[src/rtl/seg_p2s_shifter.sv]
// Parallel-to-serial shifter driving a 74HC595-style chain (s_clk / s_data / s_latch).
// Build option: define SEG_P2S_LSB_FIRST_EN to emit par_data[0] first; default is MSB first.
//
// state    | meaning
// ---------+-----------------------------------------------------------
// IDLE     | waiting for start, busy=0
// SHIFT_LO | s_clk low, s_data presents the current bit, HALF_DIV cycles
// SHIFT_HI | s_clk high, s_data held, HALF_DIV cycles, then advance bit
// LATCH    | s_latch high, s_clk/s_data low, HALF_DIV cycles
// DONE     | one-cycle done pulse, still busy

module seg_p2s_shifter #(
    parameter int DATA_W   = 64,
    parameter int HALF_DIV = 2,
    parameter int CNT_W    = 7
) (
    input  logic              clk,
    input  logic              rst_n,
    input  logic              start,
    input  logic [DATA_W-1:0] par_data,
    output logic              s_clk,
    output logic              s_data,
    output logic              s_latch,
    output logic              busy,
    output logic              done
);

    localparam int DIV_W = (HALF_DIV > 1) ? $clog2(HALF_DIV) : 1;
    localparam logic [DIV_W-1:0] DIV_LOAD = DIV_W'(HALF_DIV - 1);
    localparam logic [CNT_W-1:0] LAST_BIT = CNT_W'(DATA_W - 1);

    typedef enum logic [2:0] {
        IDLE,
        SHIFT_LO,
        SHIFT_HI,
        LATCH,
        DONE
    } state_t;

    state_t            state_q, state_d;
    logic [DIV_W-1:0]  div_q, div_d;
    logic [CNT_W-1:0]  bit_cnt_q, bit_cnt_d;
    logic [DATA_W-1:0] shift_q, shift_d;
    logic              s_clk_q, s_clk_d;
    logic              s_data_q, s_data_d;
    logic              s_latch_q, s_latch_d;
    logic              busy_q, busy_d;
    logic              done_q, done_d;
    logic              div_tc;
    logic              out_bit;

    always_comb begin
        state_d   = state_q;
        div_d     = div_q;
        bit_cnt_d = bit_cnt_q;
        shift_d   = shift_q;
        div_tc    = (div_q == '0);

        case (state_q)
            IDLE: begin
                if (start) begin
                    state_d   = SHIFT_LO;
                    shift_d   = par_data;
                    bit_cnt_d = '0;
                    div_d     = DIV_LOAD;
                end
            end
            SHIFT_LO: begin
                if (div_tc) begin
                    state_d = SHIFT_HI;
                    div_d   = DIV_LOAD;
                end else begin
                    div_d = div_q - DIV_W'(1);
                end
            end
            SHIFT_HI: begin
                if (div_tc) begin
`ifdef SEG_P2S_LSB_FIRST_EN
                    shift_d = shift_q >> 1;
`else
                    shift_d = shift_q << 1;
`endif
                    bit_cnt_d = bit_cnt_q + CNT_W'(1);
                    div_d     = DIV_LOAD;
                    state_d   = (bit_cnt_q == LAST_BIT) ? LATCH : SHIFT_LO;
                end else begin
                    div_d = div_q - DIV_W'(1);
                end
            end
            LATCH: begin
                if (div_tc) begin
                    state_d = DONE;
                    div_d   = '0;
                end else begin
                    div_d = div_q - DIV_W'(1);
                end
            end
            DONE: begin
                state_d = IDLE;
            end
            default: begin
                state_d = IDLE;
            end
        endcase

        // Outputs are decoded from the next state so they line up with the state register.
`ifdef SEG_P2S_LSB_FIRST_EN
        out_bit = shift_d[0];
`else
        out_bit = shift_d[DATA_W-1];
`endif
        s_clk_d   = (state_d == SHIFT_HI);
        s_data_d  = ((state_d == SHIFT_LO) || (state_d == SHIFT_HI)) ? out_bit : 1'b0;
        s_latch_d = (state_d == LATCH);
        busy_d    = (state_d != IDLE);
        done_d    = (state_d == DONE);
    end

    always_ff @(posedge clk or negedge rst_n) begin
        if (!rst_n) begin
            state_q   <= IDLE;
            div_q     <= '0;
            bit_cnt_q <= '0;
            shift_q   <= '0;
            s_clk_q   <= 1'b0;
            s_data_q  <= 1'b0;
            s_latch_q <= 1'b0;
            busy_q    <= 1'b0;
            done_q    <= 1'b0;
        end else begin
            state_q   <= state_d;
            div_q     <= div_d;
            bit_cnt_q <= bit_cnt_d;
            shift_q   <= shift_d;
            s_clk_q   <= s_clk_d;
            s_data_q  <= s_data_d;
            s_latch_q <= s_latch_d;
            busy_q    <= busy_d;
            done_q    <= done_d;
        end
    end

    assign s_clk   = s_clk_q;
    assign s_data  = s_data_q;
    assign s_latch = s_latch_q;
    assign busy    = busy_q;
    assign done    = done_q;

endmodule

[config.mk]
export PLATFORM = sky130hd
export DESIGN_NAME = seg_p2s_shifter
export DESIGN_NICKNAME = d
export VERILOG_FILES = /design/src/rtl/seg_p2s_shifter.sv
export SDC_FILE = /design/constraint.sdc
export NUM_CORES = 1
export LEC_CHECK = 0
export BUFFER_PORTS_ARGS = -buffer_cell sky130_fd_sc_hd__clkbuf_2
export CORE_ASPECT_RATIO = 0.7
export CORE_UTILIZATION = 61
export CTS_BUF_LIST = sky130_fd_sc_hd__clkbuf_4
export DETAILED_ROUTE_END_ITERATION = 8
export HOLD_SLACK_MARGIN = 0.12
export PLACE_DENSITY = 0.84
export SLEW_MARGIN = 20
export SYNTH_ARGS = -nofsm -noshare
export SYNTH_HDL_FRONTEND = slang
export SYNTH_SLANG_ARGS = --single-unit
export TNS_END_PERCENT = 30
[constraint.sdc]
create_clock -name clk -period 4.7 [get_ports clk]
set_input_delay 0.94 -clock clk [delete_from_list [all_inputs] [get_ports clk]]
set_output_delay 0.94 -clock clk [all_outputs]
set_load 0.01 [all_outputs]
---- Yosys cells after proc, flatten, opt, wreduce, memory -nomap -nowiden ----
Index checks and enable logic that the tools add are counted.
storage, ports and cells
  register bits ........................... 80
  bits of input ports ..................... 67
  output and inout port bits .............. 5
  word-level logic and storage cells ...... 47
operators by class
  $add $sub $neg .......................... 2
  equality and inequality tests ........... 10
  multiplexer cells ....................... 17
  reduce and logical (&&, ||, !) cells .... 8
operators by type and width
  cell                   number
  $mux W64               2
  $pmux W64 S2           1
  $mux W7                2
  $pmux W7 S2            1
  $eq A3 B2 Y1 const B   4
  $mux W3                4
  $pmux W3 S4            1
  $add A7 B1 Y7 const B  1
  $eq A7 B6 Y1 const B   1
  $eq A3 B1 Y1 const B   2
  $reduce_bool A3 Y1     2
  $mux W1                4
  $ne A2 B2 Y1 const B   2
  $eq A3 B3 Y1 const B   1
  $logic_not A3 Y1       1
  $pmux W1 S3            1
  $reduce_and A3 Y1      1
  $mux W2                1
  $reduce_and A2 Y1      1
  $reduce_bool A2 Y1     1
  $reduce_or A2 Y1       1
  $logic_or A1 B1 Y1     1
  $sub A1 B1 Y1 const B  1

---- Logic depth before layout (Yosys ltp) ----
Gate-level depths: netlist of the first run.
  word-level depth ........................ 7
  gate-level depth with buffers ........... 7
  mapped depth without buffers ............ 4

---- Worst setup path after synthesis of the first run ----
OpenSTA, ideal clock, no wires.
  kind .................................... in2reg
  from .................................... input start
  to ...................................... register bit_cnt_q[3]
  library setup time ...................... 124 ps
  arrival ................................. 2015 ps
  required time ........................... 4576 ps
  path slack .............................. 2561 ps
  stages on the path ...................... 5
  path buffers ............................ 2
  path through ............................ or4b_2 > buf_2 > buf_4 > o211ai_1 > nand2_1
between the ends
  word-level cells in the longest chain between the ends .. 2
RTL lines
  element                      line  RTL
  start: declaration           19    input logic start,
  $ne A2 B2 Y1 (no line)       -
  $reduce_and A3 Y1 (no line)  -
  end signal: assignment       133   bit_cnt_q <= bit_cnt_d;
  end: declaration             42    logic [CNT_W-1:0] bit_cnt_q, bit_cnt_d;
Every way passes these cells.
A chain may end at the register's enable or synchronous reset.

---- Worst setup path after layout of the first run ----
  from .................................... register state_q[2]
  to ...................................... register bit_cnt_q[6]
between the ends
  word-level cells in the longest chain between the ends .. 3
  elaborated cells between the ends (all ways) .. 7
  those cells by class .................... 3 x eq/ne; 1 x mux; 3 x reduce/logical
RTL lines
  element                                                              line  RTL
  start: declaration                                                   40    state_t state_q, state_d;
  start signal: assignment                                             131   state_q <= state_d;
  $eq A3 B2 Y1 / $logic_not A3 Y1 (equally long branches)              59    case (state_q)
  $ne A2 B2 Y1 (no line) / $reduce_bool A2 Y1 (equally long branches)  -
  $reduce_and A3 Y1 (no line)                                          -
Several ways; a longest one is shown, not always the timed one.

==> results of run 1 <==
-- per-stage QoR --
stage	power (µW)	cell area (µm²)	hold WS [ns]	util [%]	cells
floorplan	762	3570	0.460	-	359
detailed placement	812	3900	0.478	71.9	473
finish	1310	4080	0.507	75.3	489
global placement	809	3900	0.472	71.9	473
global route	1360	4080	0.532	75.3	489
CTS	1310	4080	0.507	75.3	489
-- logic make-up (layout without fill, tap and decap cells) --
| group | count (synthesis) | in the layout | synth area share [%] |
|---|---|---|---|
| buffers and inverters | 38 | 96 | 5.08 |
| muxes | 1 | 1 | 0.280 |
| adders and majority gates | 1 | 1 | 0.350 |
| and+or+nand+nor | 154 | 154 | 20.7 |
| AOI/OAI and AO/OA | 85 | 85 | 17.5 |
| DFF | 80 | 80 | 56.1 |
-- where the power goes --
group / switching (µW) / internal (µW) / leakage (µW)
clock: 234 / 274 / 0.0000964
combinational: 36.1 / 32.0 / 0.000991
sequential: 16.2 / 715 / 0.00102
total: 286 / 1020 / 0.00211
-- layout make-up --
type	instances	area (µm²)	share of cell area, %
Clock buffer	10	75.1	1.84
Clock inverter	6	108	2.63
Inverter	5	18.8	0.460
Multi-Input combinational cell	241	1400	34.3
Sequential cell	80	2000	49.0
Tap cell	72	90.1	2.21
Timing Repair Buffer	75	388	9.50
-- sequential cells by signal, summed over array words and instances (netlist names) --
| name | flops |
|---|---|
| s_data | 1 |
| s_clk | 1 |
| div_q | 1 |
| done | 1 |
| state_q | 3 |
| shift_q | 64 |
| busy | 1 |
| s_latch | 1 |
| bit_cnt_q | 7 |
-- placed cells by master, fill, tap and decap left out, drive strengths merged, types with 2 or more instances in the layout --
cell type | Yosys | final
dfrtp | 80 | 80
clkbuf | 8 | 80
nand3 | 65 | 65
nand2 | 65 | 65
a22oi | 61 | 61
o21ai | 7 | 7
a21oi | 6 | 6
inv | 5 | 5
nor2 | 5 | 5
buf | 25 | 5
or3 | 3 | 3
bufinv | 0 | 3
or4b | 3 | 3
or4 | 2 | 2
and3 | 2 | 2
nor3 | 2 | 2
a22o | 2 | 2
o211ai | 2 | 2
a221o | 2 | 2
clkinv | 0 | 2
nor4b | 2 | 2
-- how the worst max path moves through the flow --
| stage | startpoint | end |
|---|---|---|
| 6_report | state_q[2]$_DFF_PN0_ | bit_cnt_q[6]$_DFFE_PN0P_ |
| 2_1_floorplan | start | bit_cnt_q[3]$_DFFE_PN0P_ |
| 3_5_place_dp | start | bit_cnt_q[6]$_DFFE_PN0P_ |
| 3_3_place_gp | start | bit_cnt_q[6]$_DFFE_PN0P_ |
| 5_1_grt | state_q[2]$_DFF_PN0_ | bit_cnt_q[6]$_DFFE_PN0P_ |
| 4_1_cts | state_q[2]$_DFF_PN0_ | bit_cnt_q[6]$_DFFE_PN0P_ |
-- worst reg2reg max path, cell delays in order (launching register included) --
cell,delay [ns]
dfrtp_1,0.57
or4b_2,1.06
buf_4,0.40
a2111o_1,0.44
nand3_1,0.08
-- metal layers --
| layer | wire length, µm | share of wire (%) |
|---|---|---|
| met1 | 3500 | 45 |
| met2 | 3580 | 46 |
| met3 | 677 | 8.6 |
| met4 | 88 | 1.1 |
| met5 | 0 | 0 |
==> summary.md, run 1 <==
| Metric | Value |
|---|---|
| Run status | `complete, no violations` |
| Die area | `0.00617 mm²` |
| RR Endpoint | `bit_cnt_q[6]$_DFFE_PN0P_` |
| Num rows | `22` |
| Initial core utilization | `65.9%` |
| CTS resizes | `0` |
| Initial antenna violation count | `0` |
| Via count | `3004` |
| CP cell instances | `or4b_2 > buf_4 > a2111o_1 > nand3_1` |
| Crit-path max cell delay | `1.06 ns` |
| Met1 Resource Use GR | `39.9%` |
| Mapped Avg Cell Area | `9.95 µm²` |
| P_leak | `0.00211 µW` |
| Count leader, synth | `dfrtp_1` |
| Slew @ Worst Pin | `0.960 ns` |
| Hold Path Origin | `shift_q[14]$_DFFE_PN0P_` |
| Clock edge transition at the registers on the reported setup and hold paths | `0.13 ns` |
| Max Cap Viol | `0` |
| PortBufs | `71` |
| WP data required | `5.07 ns` |
| Peak VDD IR | `0.205 mV` |
| Met2 usage | `43.6%` |
| Nets@finish | `480` |
| First-pass GRT wire length | `13.2 mm` |
| Post-Synthesis Cells | `359` |
| CTS Buf Count | `9` |
| Yosys top cell area share | `56.1%` |
| Fraction of layout cells with a size suffix above 1 | `23.3%` |
| Crit end category | `register` |
| Drt total wl | `7.85 mm` |
| R2r startpoint | `state_q[2]$_DFF_PN0_` |
| Period utilisation layout | `55.3%` |
| CP max stage cell | `or4b_2` |
| Crit path launch type | `register` |
| Maximum root-to-sink buffer count | `2` |
| Clock Latency Late Sink | `0.42 ns` |
| Post-route ant nets | `0` |
| Via density | `6.14` |
| CP Depth | `4` |
| Synth area leaders | `dfrtp_1 (56%), a22oi_1 (13%), nand3_1 (9.1%), nand2_1 (6.8%), buf_2 (2.2%)` |
| Yosys Warn Count | `0` |
| Post-CTS Setup Bufs | `0` |
| Unrepaired setup endpoints after global routing | `false` |
| # DRC | `0` |
| Final hold viol count | `0` |
| Clock Skews | `0.0147 ns` |
| Gr busiest metal | `met2` |
| Gr ovfl total | `0` |
| CTS HTree Levels | `3` |
| Gr usage total | `28.3%` |
| Period minus WS final | `2.60 ns` |
| FF-to-FF setup slack | `2.10 ns` |
| Core area | `0.00542 mm²` |
| Worst Path Arrival | `2.97 ns` |
| Setup violators final | `0` |
| R2R depth | `4` |
| Die Ht | `66.0 µm` |
| First-pass DRT Iterations | `5` |
| Synth area leader | `dfrtp_1` |
| FMAX | `384 MHz` |
| Final TNS setup | `0 ns` |
| Area Overhead vs Synth | `14.4%` |
| Per-cell routed wire length | `16.0 µm` |
| WS Path Type | `reg -> reg` |
| Clock root buffer | `clkbuf_4` |
| Final max-slew violation count | `0` |
| Hold Path Depth | `2` |
| Pin count of the biggest net entering global routing | `81` |
| DRT iter0 DRCs | `236` |
| Final worst slack | `2.10 ns` |
| Buffers & Inverters on Critical Path | `1` |
| CTS sink cnt | `80` |
| Synth cell types | `36` |
| Hold crit path type | `reg -> reg` |
| Hold Path End | `shift_q[14]$_DFFE_PN0P_` |
| Asr flop ratio synth | `100%` |
| Seq/Total Area, Yosys | `56.1%` |
| Pre-CTS worst setup slack | `1.73 ns` |
| Die width | `93.5 µm` |
| Detail Placement HPWL | `4.60 mm` |
| TritonCTS clock tree | `done` |
| Vias in the first global route | `2758` |
| I/O pin count | `72` |
| Synth cell count leaders | `dfrtp_1 (80), nand2_1 (65), nand3_1 (65)` |
| Max_slew headroom | `36.0%` |
| Dominant synthesized flop cell | `dfrtp_1` |
| Mapped cell area | `0.00357 mm²` |
| Cts hold-fix bufs | `0` |
| Syn_nets | `427` |
| Met3 usage | `8.05%` |
| Post-synth EDFFs | `0` |
| Worst-path fanout max | `34` |
| Filler instances | `394` |
| Antenna Cells | `0` |
| GPL Wtd Cong | `0.727` |
| Pwr Density | `320 mW/mm²` |
| Delay-heaviest family, CP | `simple AND/OR/NAND/NOR gates` |
| Seq cells post-synth | `80` |
Note: power is estimated with default switching activity, not from simulation.
==> run 2, diff against run 1 <==
CORE_UTILIZATION = 51   (was 61)
PLACE_DENSITY = 0.75   (was 0.84)
clock period = 2.35 ns   (was 4.7 ns; I/O delays follow)
==> run 2 against run 1 <==
Net effect:
- hold slack worse by 0.25 ns
- total power is 100% higher
- non-clock buffer count is 8 higher
- cell count is 6.1% higher
- clock power is 100% higher
- combinational power is 110% higher
- count of clock-buffer cells in the layout is 1 lower
- sequential cell count stayed put
- wire length is 0.73% higher
- register-to-register slack worse by 1.7 ns
- fmax is 32% higher
- first-iteration DRC count is 33% lower
- critical path type unchanged
==> summary.md, run 2 (same netlist as run 1, synthesis figures left out) <==
| Metric | Value |
|---|---|
| Hold crit path type | `in -> reg` |
| Clock Skews | `0.0144 ns (-0.000318 ns)` |
| Per-cell routed wire length | `15.2 µm (-5.1%)` |
| Initial core utilization | `52.9% (-13 points)` |
| Highest Signal Layer | `met4` |
| Placed Cells | `502 (+6.1%)` |
| First-pass GRT wire length | `13.1 mm (-1.3%)` |
| Fraction of layout cells with a size suffix above 1 | `24.2% (+0.97 points)` |
| Period minus WS final | `1.96 ns (-0.636 ns)` |
| Gr ovfl total | `0 (unchanged)` |
| Crit end category | `register` |
| WP data required | `2.65 ns (-2.42 ns)` |
| Met2 wire length | `3.63 mm (+1.4%)` |
| Fin Hold WS | `0.260 ns (-0.247 ns)` |
| Final worst slack | `0.385 ns (-1.71 ns)` |
| CTS HTree Levels | `3 (unchanged)` |
| WL met1 | `3.64 mm (+4.2%)` |
| Buffers & Inverters on Critical Path | `1 (unchanged)` |
| Max FFs per register | `64 (unchanged)` |
| # DRC | `0 (unchanged)` |
| Clock edge transition at the registers on the reported setup and hold paths | `0.14 ns (about the same)` |
| Leading cell type in the layout, fill and taps excluded | `dfrtp_1` |
| Setup crit start | `state_q[2]$_DFF_PN0_` |
| Nets@finish | `488 (+1.7%)` |
| Drt total wl | `7.90 mm (+0.73%)` |
| Final hold viol count | `0 (unchanged)` |
| Peak VDD IR | `0.350 mV (+70%)` |
| WS Path Type | `reg -> reg` |
| Post-CTS Setup Bufs | `0 (unchanged)` |
| Top Registers | `shift_q: 64 flops, bit_cnt_q: 7 flops, state_q: 3 flops` |
| Antenna Cells | `0 (unchanged)` |
| Worst Path Arrival | `2.26 ns (-0.71 ns)` |
| Hold Path Depth | `3 (+1)` |
| DR WL met3 | `550 µm (-19%)` |
| Crit-path max cell delay | `0.75 ns (-0.31 ns)` |
| TritonCTS clock tree | `done` |
| CTS sink cnt | `80 (unchanged)` |
| DRT iter0 DRCs | `159 (-33%)` |
| Final max-slew violation count | `0 (unchanged)` |
| CP max stage cell | `or4b_2` |
| CTS Buf Count | `9 (unchanged)` |
| Hold Path Origin | `par_data[40]` |
| Via density | `5.70 (-7.2%)` |
| CP Depth | `4 (unchanged)` |
| P_leak | `0.00215 µW (+1.9%)` |
| Maximum root-to-sink buffer count | `2 (unchanged)` |
| FMAX | `509 MHz (+32%)` |
| Area Overhead vs Synth | `17.3%` |
| GPL Wtd Cong | `0.817 (+12%)` |
| Clock root buffer | `clkbuf_4` |
| Clock Latency Late Sink | `0.42 ns (about the same)` |
| Max Cap Viol | `0 (unchanged)` |
| Finished Layout Cells | `519 (+6.1%)` |
| Pin count of the biggest net entering global routing | `46 (-43%)` |
| Vias in the first global route | `2760 (+0.073%)` |
| Detail Placement HPWL | `5.20 mm (+13%)` |
| Die width | `102 µm (+9.2%)` |
| R2r startpoint | `state_q[2]$_DFF_PN0_` |
| Die Ht | `72.0 µm (+9.1%)` |
| I/O pin count | `72 (unchanged)` |
| Worst-path fanout max | `45 (+32%)` |
| Setup violators final | `0 (unchanged)` |
| Pwr Density | `629 mW/mm² (+97%)` |
| Post-route ant nets | `0 (unchanged)` |
| Via count | `2958 (-1.5%)` |
| Most flop-heavy register | `shift_q` |
| Slew @ Worst Pin | `0.593 ns (-0.367 ns)` |
| Most frequent cells in the layout | `dfrtp_1 (80), clkbuf_2 (70), nand3_1 (65), nand2_1 (65), a22oi_1 (61)` |
| Pre-CTS worst setup slack | `0.409 ns (-1.32 ns)` |
| Final TNS setup | `0 ns (unchanged)` |
| Die area | `0.00735 mm² (+19%)` |
| Gr usage total | `23.2% (-5.1 points)` |
| Unrepaired setup endpoints after global routing | `false` |
| Fin util | `62.0% (-13 points)` |
| First-pass DRT Iterations | `5 (unchanged)` |
| Delay-heaviest family, CP | `simple AND/OR/NAND/NOR gates` |
| R2R depth | `4 (unchanged)` |
| Crit path launch type | `register` |
| Initial antenna violation count | `0 (unchanged)` |
| Core area | `0.00676 mm² (+25%)` |
| Max_slew headroom | `60.4% (+24 points)` |
| Period utilisation layout | `83.6% (+28 points)` |
| Num rows | `25 (+14%)` |
| CP cell instances | `or4b_2 > buf_4 > nand3_1 > a221oi_1` |
| PortBufs | `71 (unchanged)` |
| Run status | `complete, no violations` |
-- run 2: cell types whose count changed in the layout (fill, tap and decap cells not counted) --
| cell | previous run | this run |
|---|---|---|
| buf_12 | 0 | 1 |
| buf_4 | 5 | 11 |
| clkbuf_4 | 10 | 9 |
| clkinv_1 | 0 | 1 |
| clkinv_2 | 2 | 0 |
| clkinv_4 | 0 | 1 |
| dlygate4sd3_1 | 0 | 1 |
| inv_6 | 0 | 1 |
-- run 2: through the flow --
stage / area, µm² / total power, µW
2_1_floorplan: 3570 / 1520
3_3_place_gp: 3990 / 1630
3_5_place_dp: 3990 / 1630
4_1_cts: 4190 / 2660
5_1_grt: 4190 / 2740
6_report: 4190 / 2630
-- run 2: per-layer routing --
metal	vias to the layer above	global-route usage, %
met1	1421	33.2
met3	8	6.07
met4	0	7.46
li1	1428	-
met5	-	0
met2	101	34.8
-- run 2: worst paths after layout --
| check | endpoint | slack (ns) |
|---|---|---|
| min in group asynchronous | bit_cnt_q[4]$_DFFE_PN0P_ | 0.53 |
| worst min-delay path | shift_q[40]$_DFFE_PN0P_ | 0.26 |
| worst max register to register | s_data$_DFF_PN0_ | 0.39 |
| worst max-delay path | s_data$_DFF_PN0_ | 0.39 |
| max in group asynchronous | shift_q[1]$_DFFE_PN0P_ | 1.20 |
| worst min register to register | shift_q[13]$_DFFE_PN0P_ | 0.51 |
-- run 2: power by group --
part | switching (µW) | internal, µW | total [µW]
clock | 490 | 540 | 1030
sequential | 31.8 | 1430 | 1460
combinational | 74.6 | 68.8 | 143
total | 596 | 2040 | 2630
-- run 2: repair_timing --
action / CTS / global route
resized for setup: 0 / 0
hold buffers: 1 / 0
endpoints found under the hold margin: 35 / 0
-- run 2: area by class of cell --
type	count	area, µm²
inverter	5	18.8
sequential	80	2000
fill	612	2570
clock buffer	9	67.6
timing repair buffer	83	463
multi-input combinational	241	1400
tap	94	118
clock inverter	7	119
-- run 2: worst reg2reg max path: stages (launching register included) --
cell      delay [ns]
dfrtp_1         0.55
or4b_2          0.75
buf_4           0.31
nand3_1         0.16
a221oi_1        0.09
==> run 3, diff against run 2 <==
clock period = 1.8 ns   (was 2.35 ns; I/O delays follow)
==> run 3 against run 2 <==
Net effect:
- sequential cell count is the same
- critical path depth is the same
- die area is the same
- count of clock-buffer cells in the layout is the same
- clock skew grew 0.0061 ns
- worst setup slack lost 0.30 ns
- hold slack lost 0.12 ns
- cell area grew 5.1%
- sequential power grew 31%
==> summary.md, run 3 (same netlist as run 1, synthesis figures left out) <==
| Metric | Value |
|---|---|
| Run status | `complete, no violations` |
| FMAX | `584 MHz (+15%)` |
| Post-route ant nets | `0 (unchanged)` |
| Period minus WS final | `1.71 ns (-0.254 ns)` |
| Gr ovfl total | `0 (unchanged)` |
| Crit path launch type | `register` |
| Finished Layout Cells | `541 (+4.2%)` |
| # DRC | `0 (unchanged)` |
| Most flop-heavy register | `shift_q` |
| Core area | `0.00676 mm² (unchanged)` |
| Crit end category | `register` |
| Period utilisation layout | `95.1% (+11 points)` |
| Delay-heaviest family, CP | `simple AND/OR/NAND/NOR gates` |
| Initial core utilization | `52.9% (unchanged)` |
| Placed Cells | `512 (+2.0%)` |
| Top Registers | `shift_q: 64 flops, bit_cnt_q: 7 flops, state_q: 3 flops` |
| Vias in the first global route | `2727 (-1.2%)` |
| Via density | `5.61 (-1.6%)` |
| CTS sink cnt | `80 (unchanged)` |
| Nets@finish | `510 (+4.5%)` |
| GPL Wtd Cong | `0.844 (+3.3%)` |
| Leading cell type in the layout, fill and taps excluded | `dfrtp_1` |
| Worst-path fanout max | `38 (-16%)` |
| WP data required | `2.12 ns (-0.53 ns)` |
| Num rows | `25 (unchanged)` |
| Slew @ Worst Pin | `0.424 ns (-0.169 ns)` |
| Via count | `3035 (+2.6%)` |
| Per-cell routed wire length | `15.1 µm (-1.0%)` |
| Clock Latency Late Sink | `0.43 ns (about the same)` |
| Die area | `0.00735 mm² (unchanged)` |
| Gr usage total | `23.4% (+0.19 points)` |
| Max Cap Viol | `0 (unchanged)` |
| Clock edge transition at the registers on the reported setup and hold paths | `0.14 ns (about the same)` |
| Max_slew headroom | `71.8% (+11 points)` |
| Pin count of the biggest net entering global routing | `81 (+76%)` |
| CP max stage cell | `or4b_4` |
| CP cell instances | `or4b_4 > buf_4 > nand2_1 > o21ai_0` |
| Pwr Total | `3450 µW (+31%)` |
| Worst Path Arrival | `2.03 ns (-0.23 ns)` |
| Fraction of layout cells with a size suffix above 1 | `26.8% (+2.6 points)` |
| Hold crit path type | `in -> reg` |
| Setup violators final | `0 (unchanged)` |
| First-pass DRT Iterations | `4 (-1)` |
| Filler instances | `583 (-4.7%)` |
| TritonCTS clock tree | `done` |
| Buffers & Inverters on Critical Path | `1 (unchanged)` |
| Antenna Cells | `0 (unchanged)` |
| DRT iter0 DRCs | `267 (+68%)` |
| Multi-input gate area | `0.00141 mm² (+0.53%)` |
| Final hold viol count | `0 (unchanged)` |
| WS Path Type | `reg -> reg` |
| Drt total wl | `8.15 mm (+3.2%)` |
| CTS Buf Count | `9 (unchanged)` |
| Crit-path max cell delay | `0.62 ns (-0.13 ns)` |
| CTS HTree Levels | `3 (unchanged)` |
| Pwr Density | `784 mW/mm² (+25%)` |
| Die width | `102 µm (unchanged)` |
| Initial antenna violation count | `0 (unchanged)` |
| Die Ht | `72.0 µm (unchanged)` |
| Most frequent cells in the layout | `dfrtp_1 (79), clkbuf_2 (70), nand3_1 (65), nand2_1 (65), a22oi_1 (61)` |
| Register area | `0.00200 mm² (about the same)` |
| I/O pin count | `72 (unchanged)` |
| P_leak | `0.00226 µW (+5.2%)` |
| Clock root buffer | `clkbuf_4` |
| Max FFs per register | `64 (unchanged)` |
| Peak VDD IR | `0.443 mV (+27%)` |
| Clock Skews | `0.0205 ns (+0.00613 ns)` |
| PortBufs | `71 (unchanged)` |
| Maximum root-to-sink buffer count | `2 (unchanged)` |
| First-pass GRT wire length | `13.2 mm (+1.2%)` |
| Final max-slew violation count | `0 (unchanged)` |
| Area Overhead vs Synth | `23.4%` |
| Detail Placement HPWL | `5.19 mm (-0.13%)` |
[run 3: worst paths after layout]
kind / from / end / slack, ns / cells past startpoint
setup / recovery: state_q[2]$_DFF_PN0_ / shift_q[61]$_DFFE_PN0P_ / 0.09 / 4
hold / removal: par_data[15] / shift_q[15]$_DFFE_PN0P_ / 0.14 / 3
setup reg to reg: state_q[2]$_DFF_PN0_ / shift_q[61]$_DFFE_PN0P_ / 0.09 / 4
hold reg to reg: shift_q[32]$_DFFE_PN0P_ / shift_q[32]$_DFFE_PN0P_ / 0.50 / 2
max in group asynchronous: rst_n / state_q[0]$_DFF_PN0_ / 0.97 / 3
min in group asynchronous: rst_n / shift_q[28]$_DFFE_PN0P_ / 0.47 / 3
[run 3: layout make-up]
| class | instances | area share [%] |
|---|---|---|
| Clock buffer | 9 | 1.53 |
| Clock inverter | 7 | 2.73 |
| Inverter | 5 | 0.426 |
| Multi-Input combinational cell | 241 | 32.0 |
| Sequential cell | 80 | 45.5 |
| Tap cell | 94 | 2.67 |
| Timing Repair Buffer | 105 | 15.2 |
[run 3: where the power goes]
group | internal, µW | switching (µW)
logic | 101 | 97.1
registers | 1870 | 41.6
clock network | 705 | 644
total | 2670 | 783
[run 3: through the flow]
stage / setup WS (ns) / util, % / hold slack, ns / setup TNS (ns) / area [µm²]
6_report: 0.0887 / 65.2 / 0.135 / 0 / 4410
2_1_floorplan: 0.00901 / - / 0.0644 / 0 / 3570
4_1_cts: 0.00276 / 63.4 / 0.126 / 0 / 4290
5_1_grt: -0.00249 / 65.2 / 0.120 / -0.00249 / 4410
3_3_place_gp: 0.0708 / 60.4 / 0.419 / 0 / 4080
3_5_place_dp: 0.0249 / 60.4 / 0.419 / 0 / 4080
[run 3: timing repair]
item / CTS / global route
buffers inserted: 0 / 4
cloned: 0 / 0
setup endpoints to repair: 1 / 58
hold endpoints to repair: 80 / 8
hold buffers: 1 / 8
resized for setup: 2 / 3
pin swaps: 0 / 2
[run 3: tightest hold or removal path: cells and delay by family]
| family | cells | cell delay, ns |
|---|---|---|
| AO/OA/AOI/OAI | 1 | 0.05 |
| AND/OR/NAND/NOR | 1 | 0.06 |
| buffers and inverters | 1 | 0.07 |
[run 3: layer usage]
metal  vias up  track usage (%)  share of wire (%)
met5         -                0                  0
met4         0             5.24                1.3
met3         9             8.48                5.3
met2        74             34.6                 46
met1      1477             33.1                 48
li1       1475                -                  -
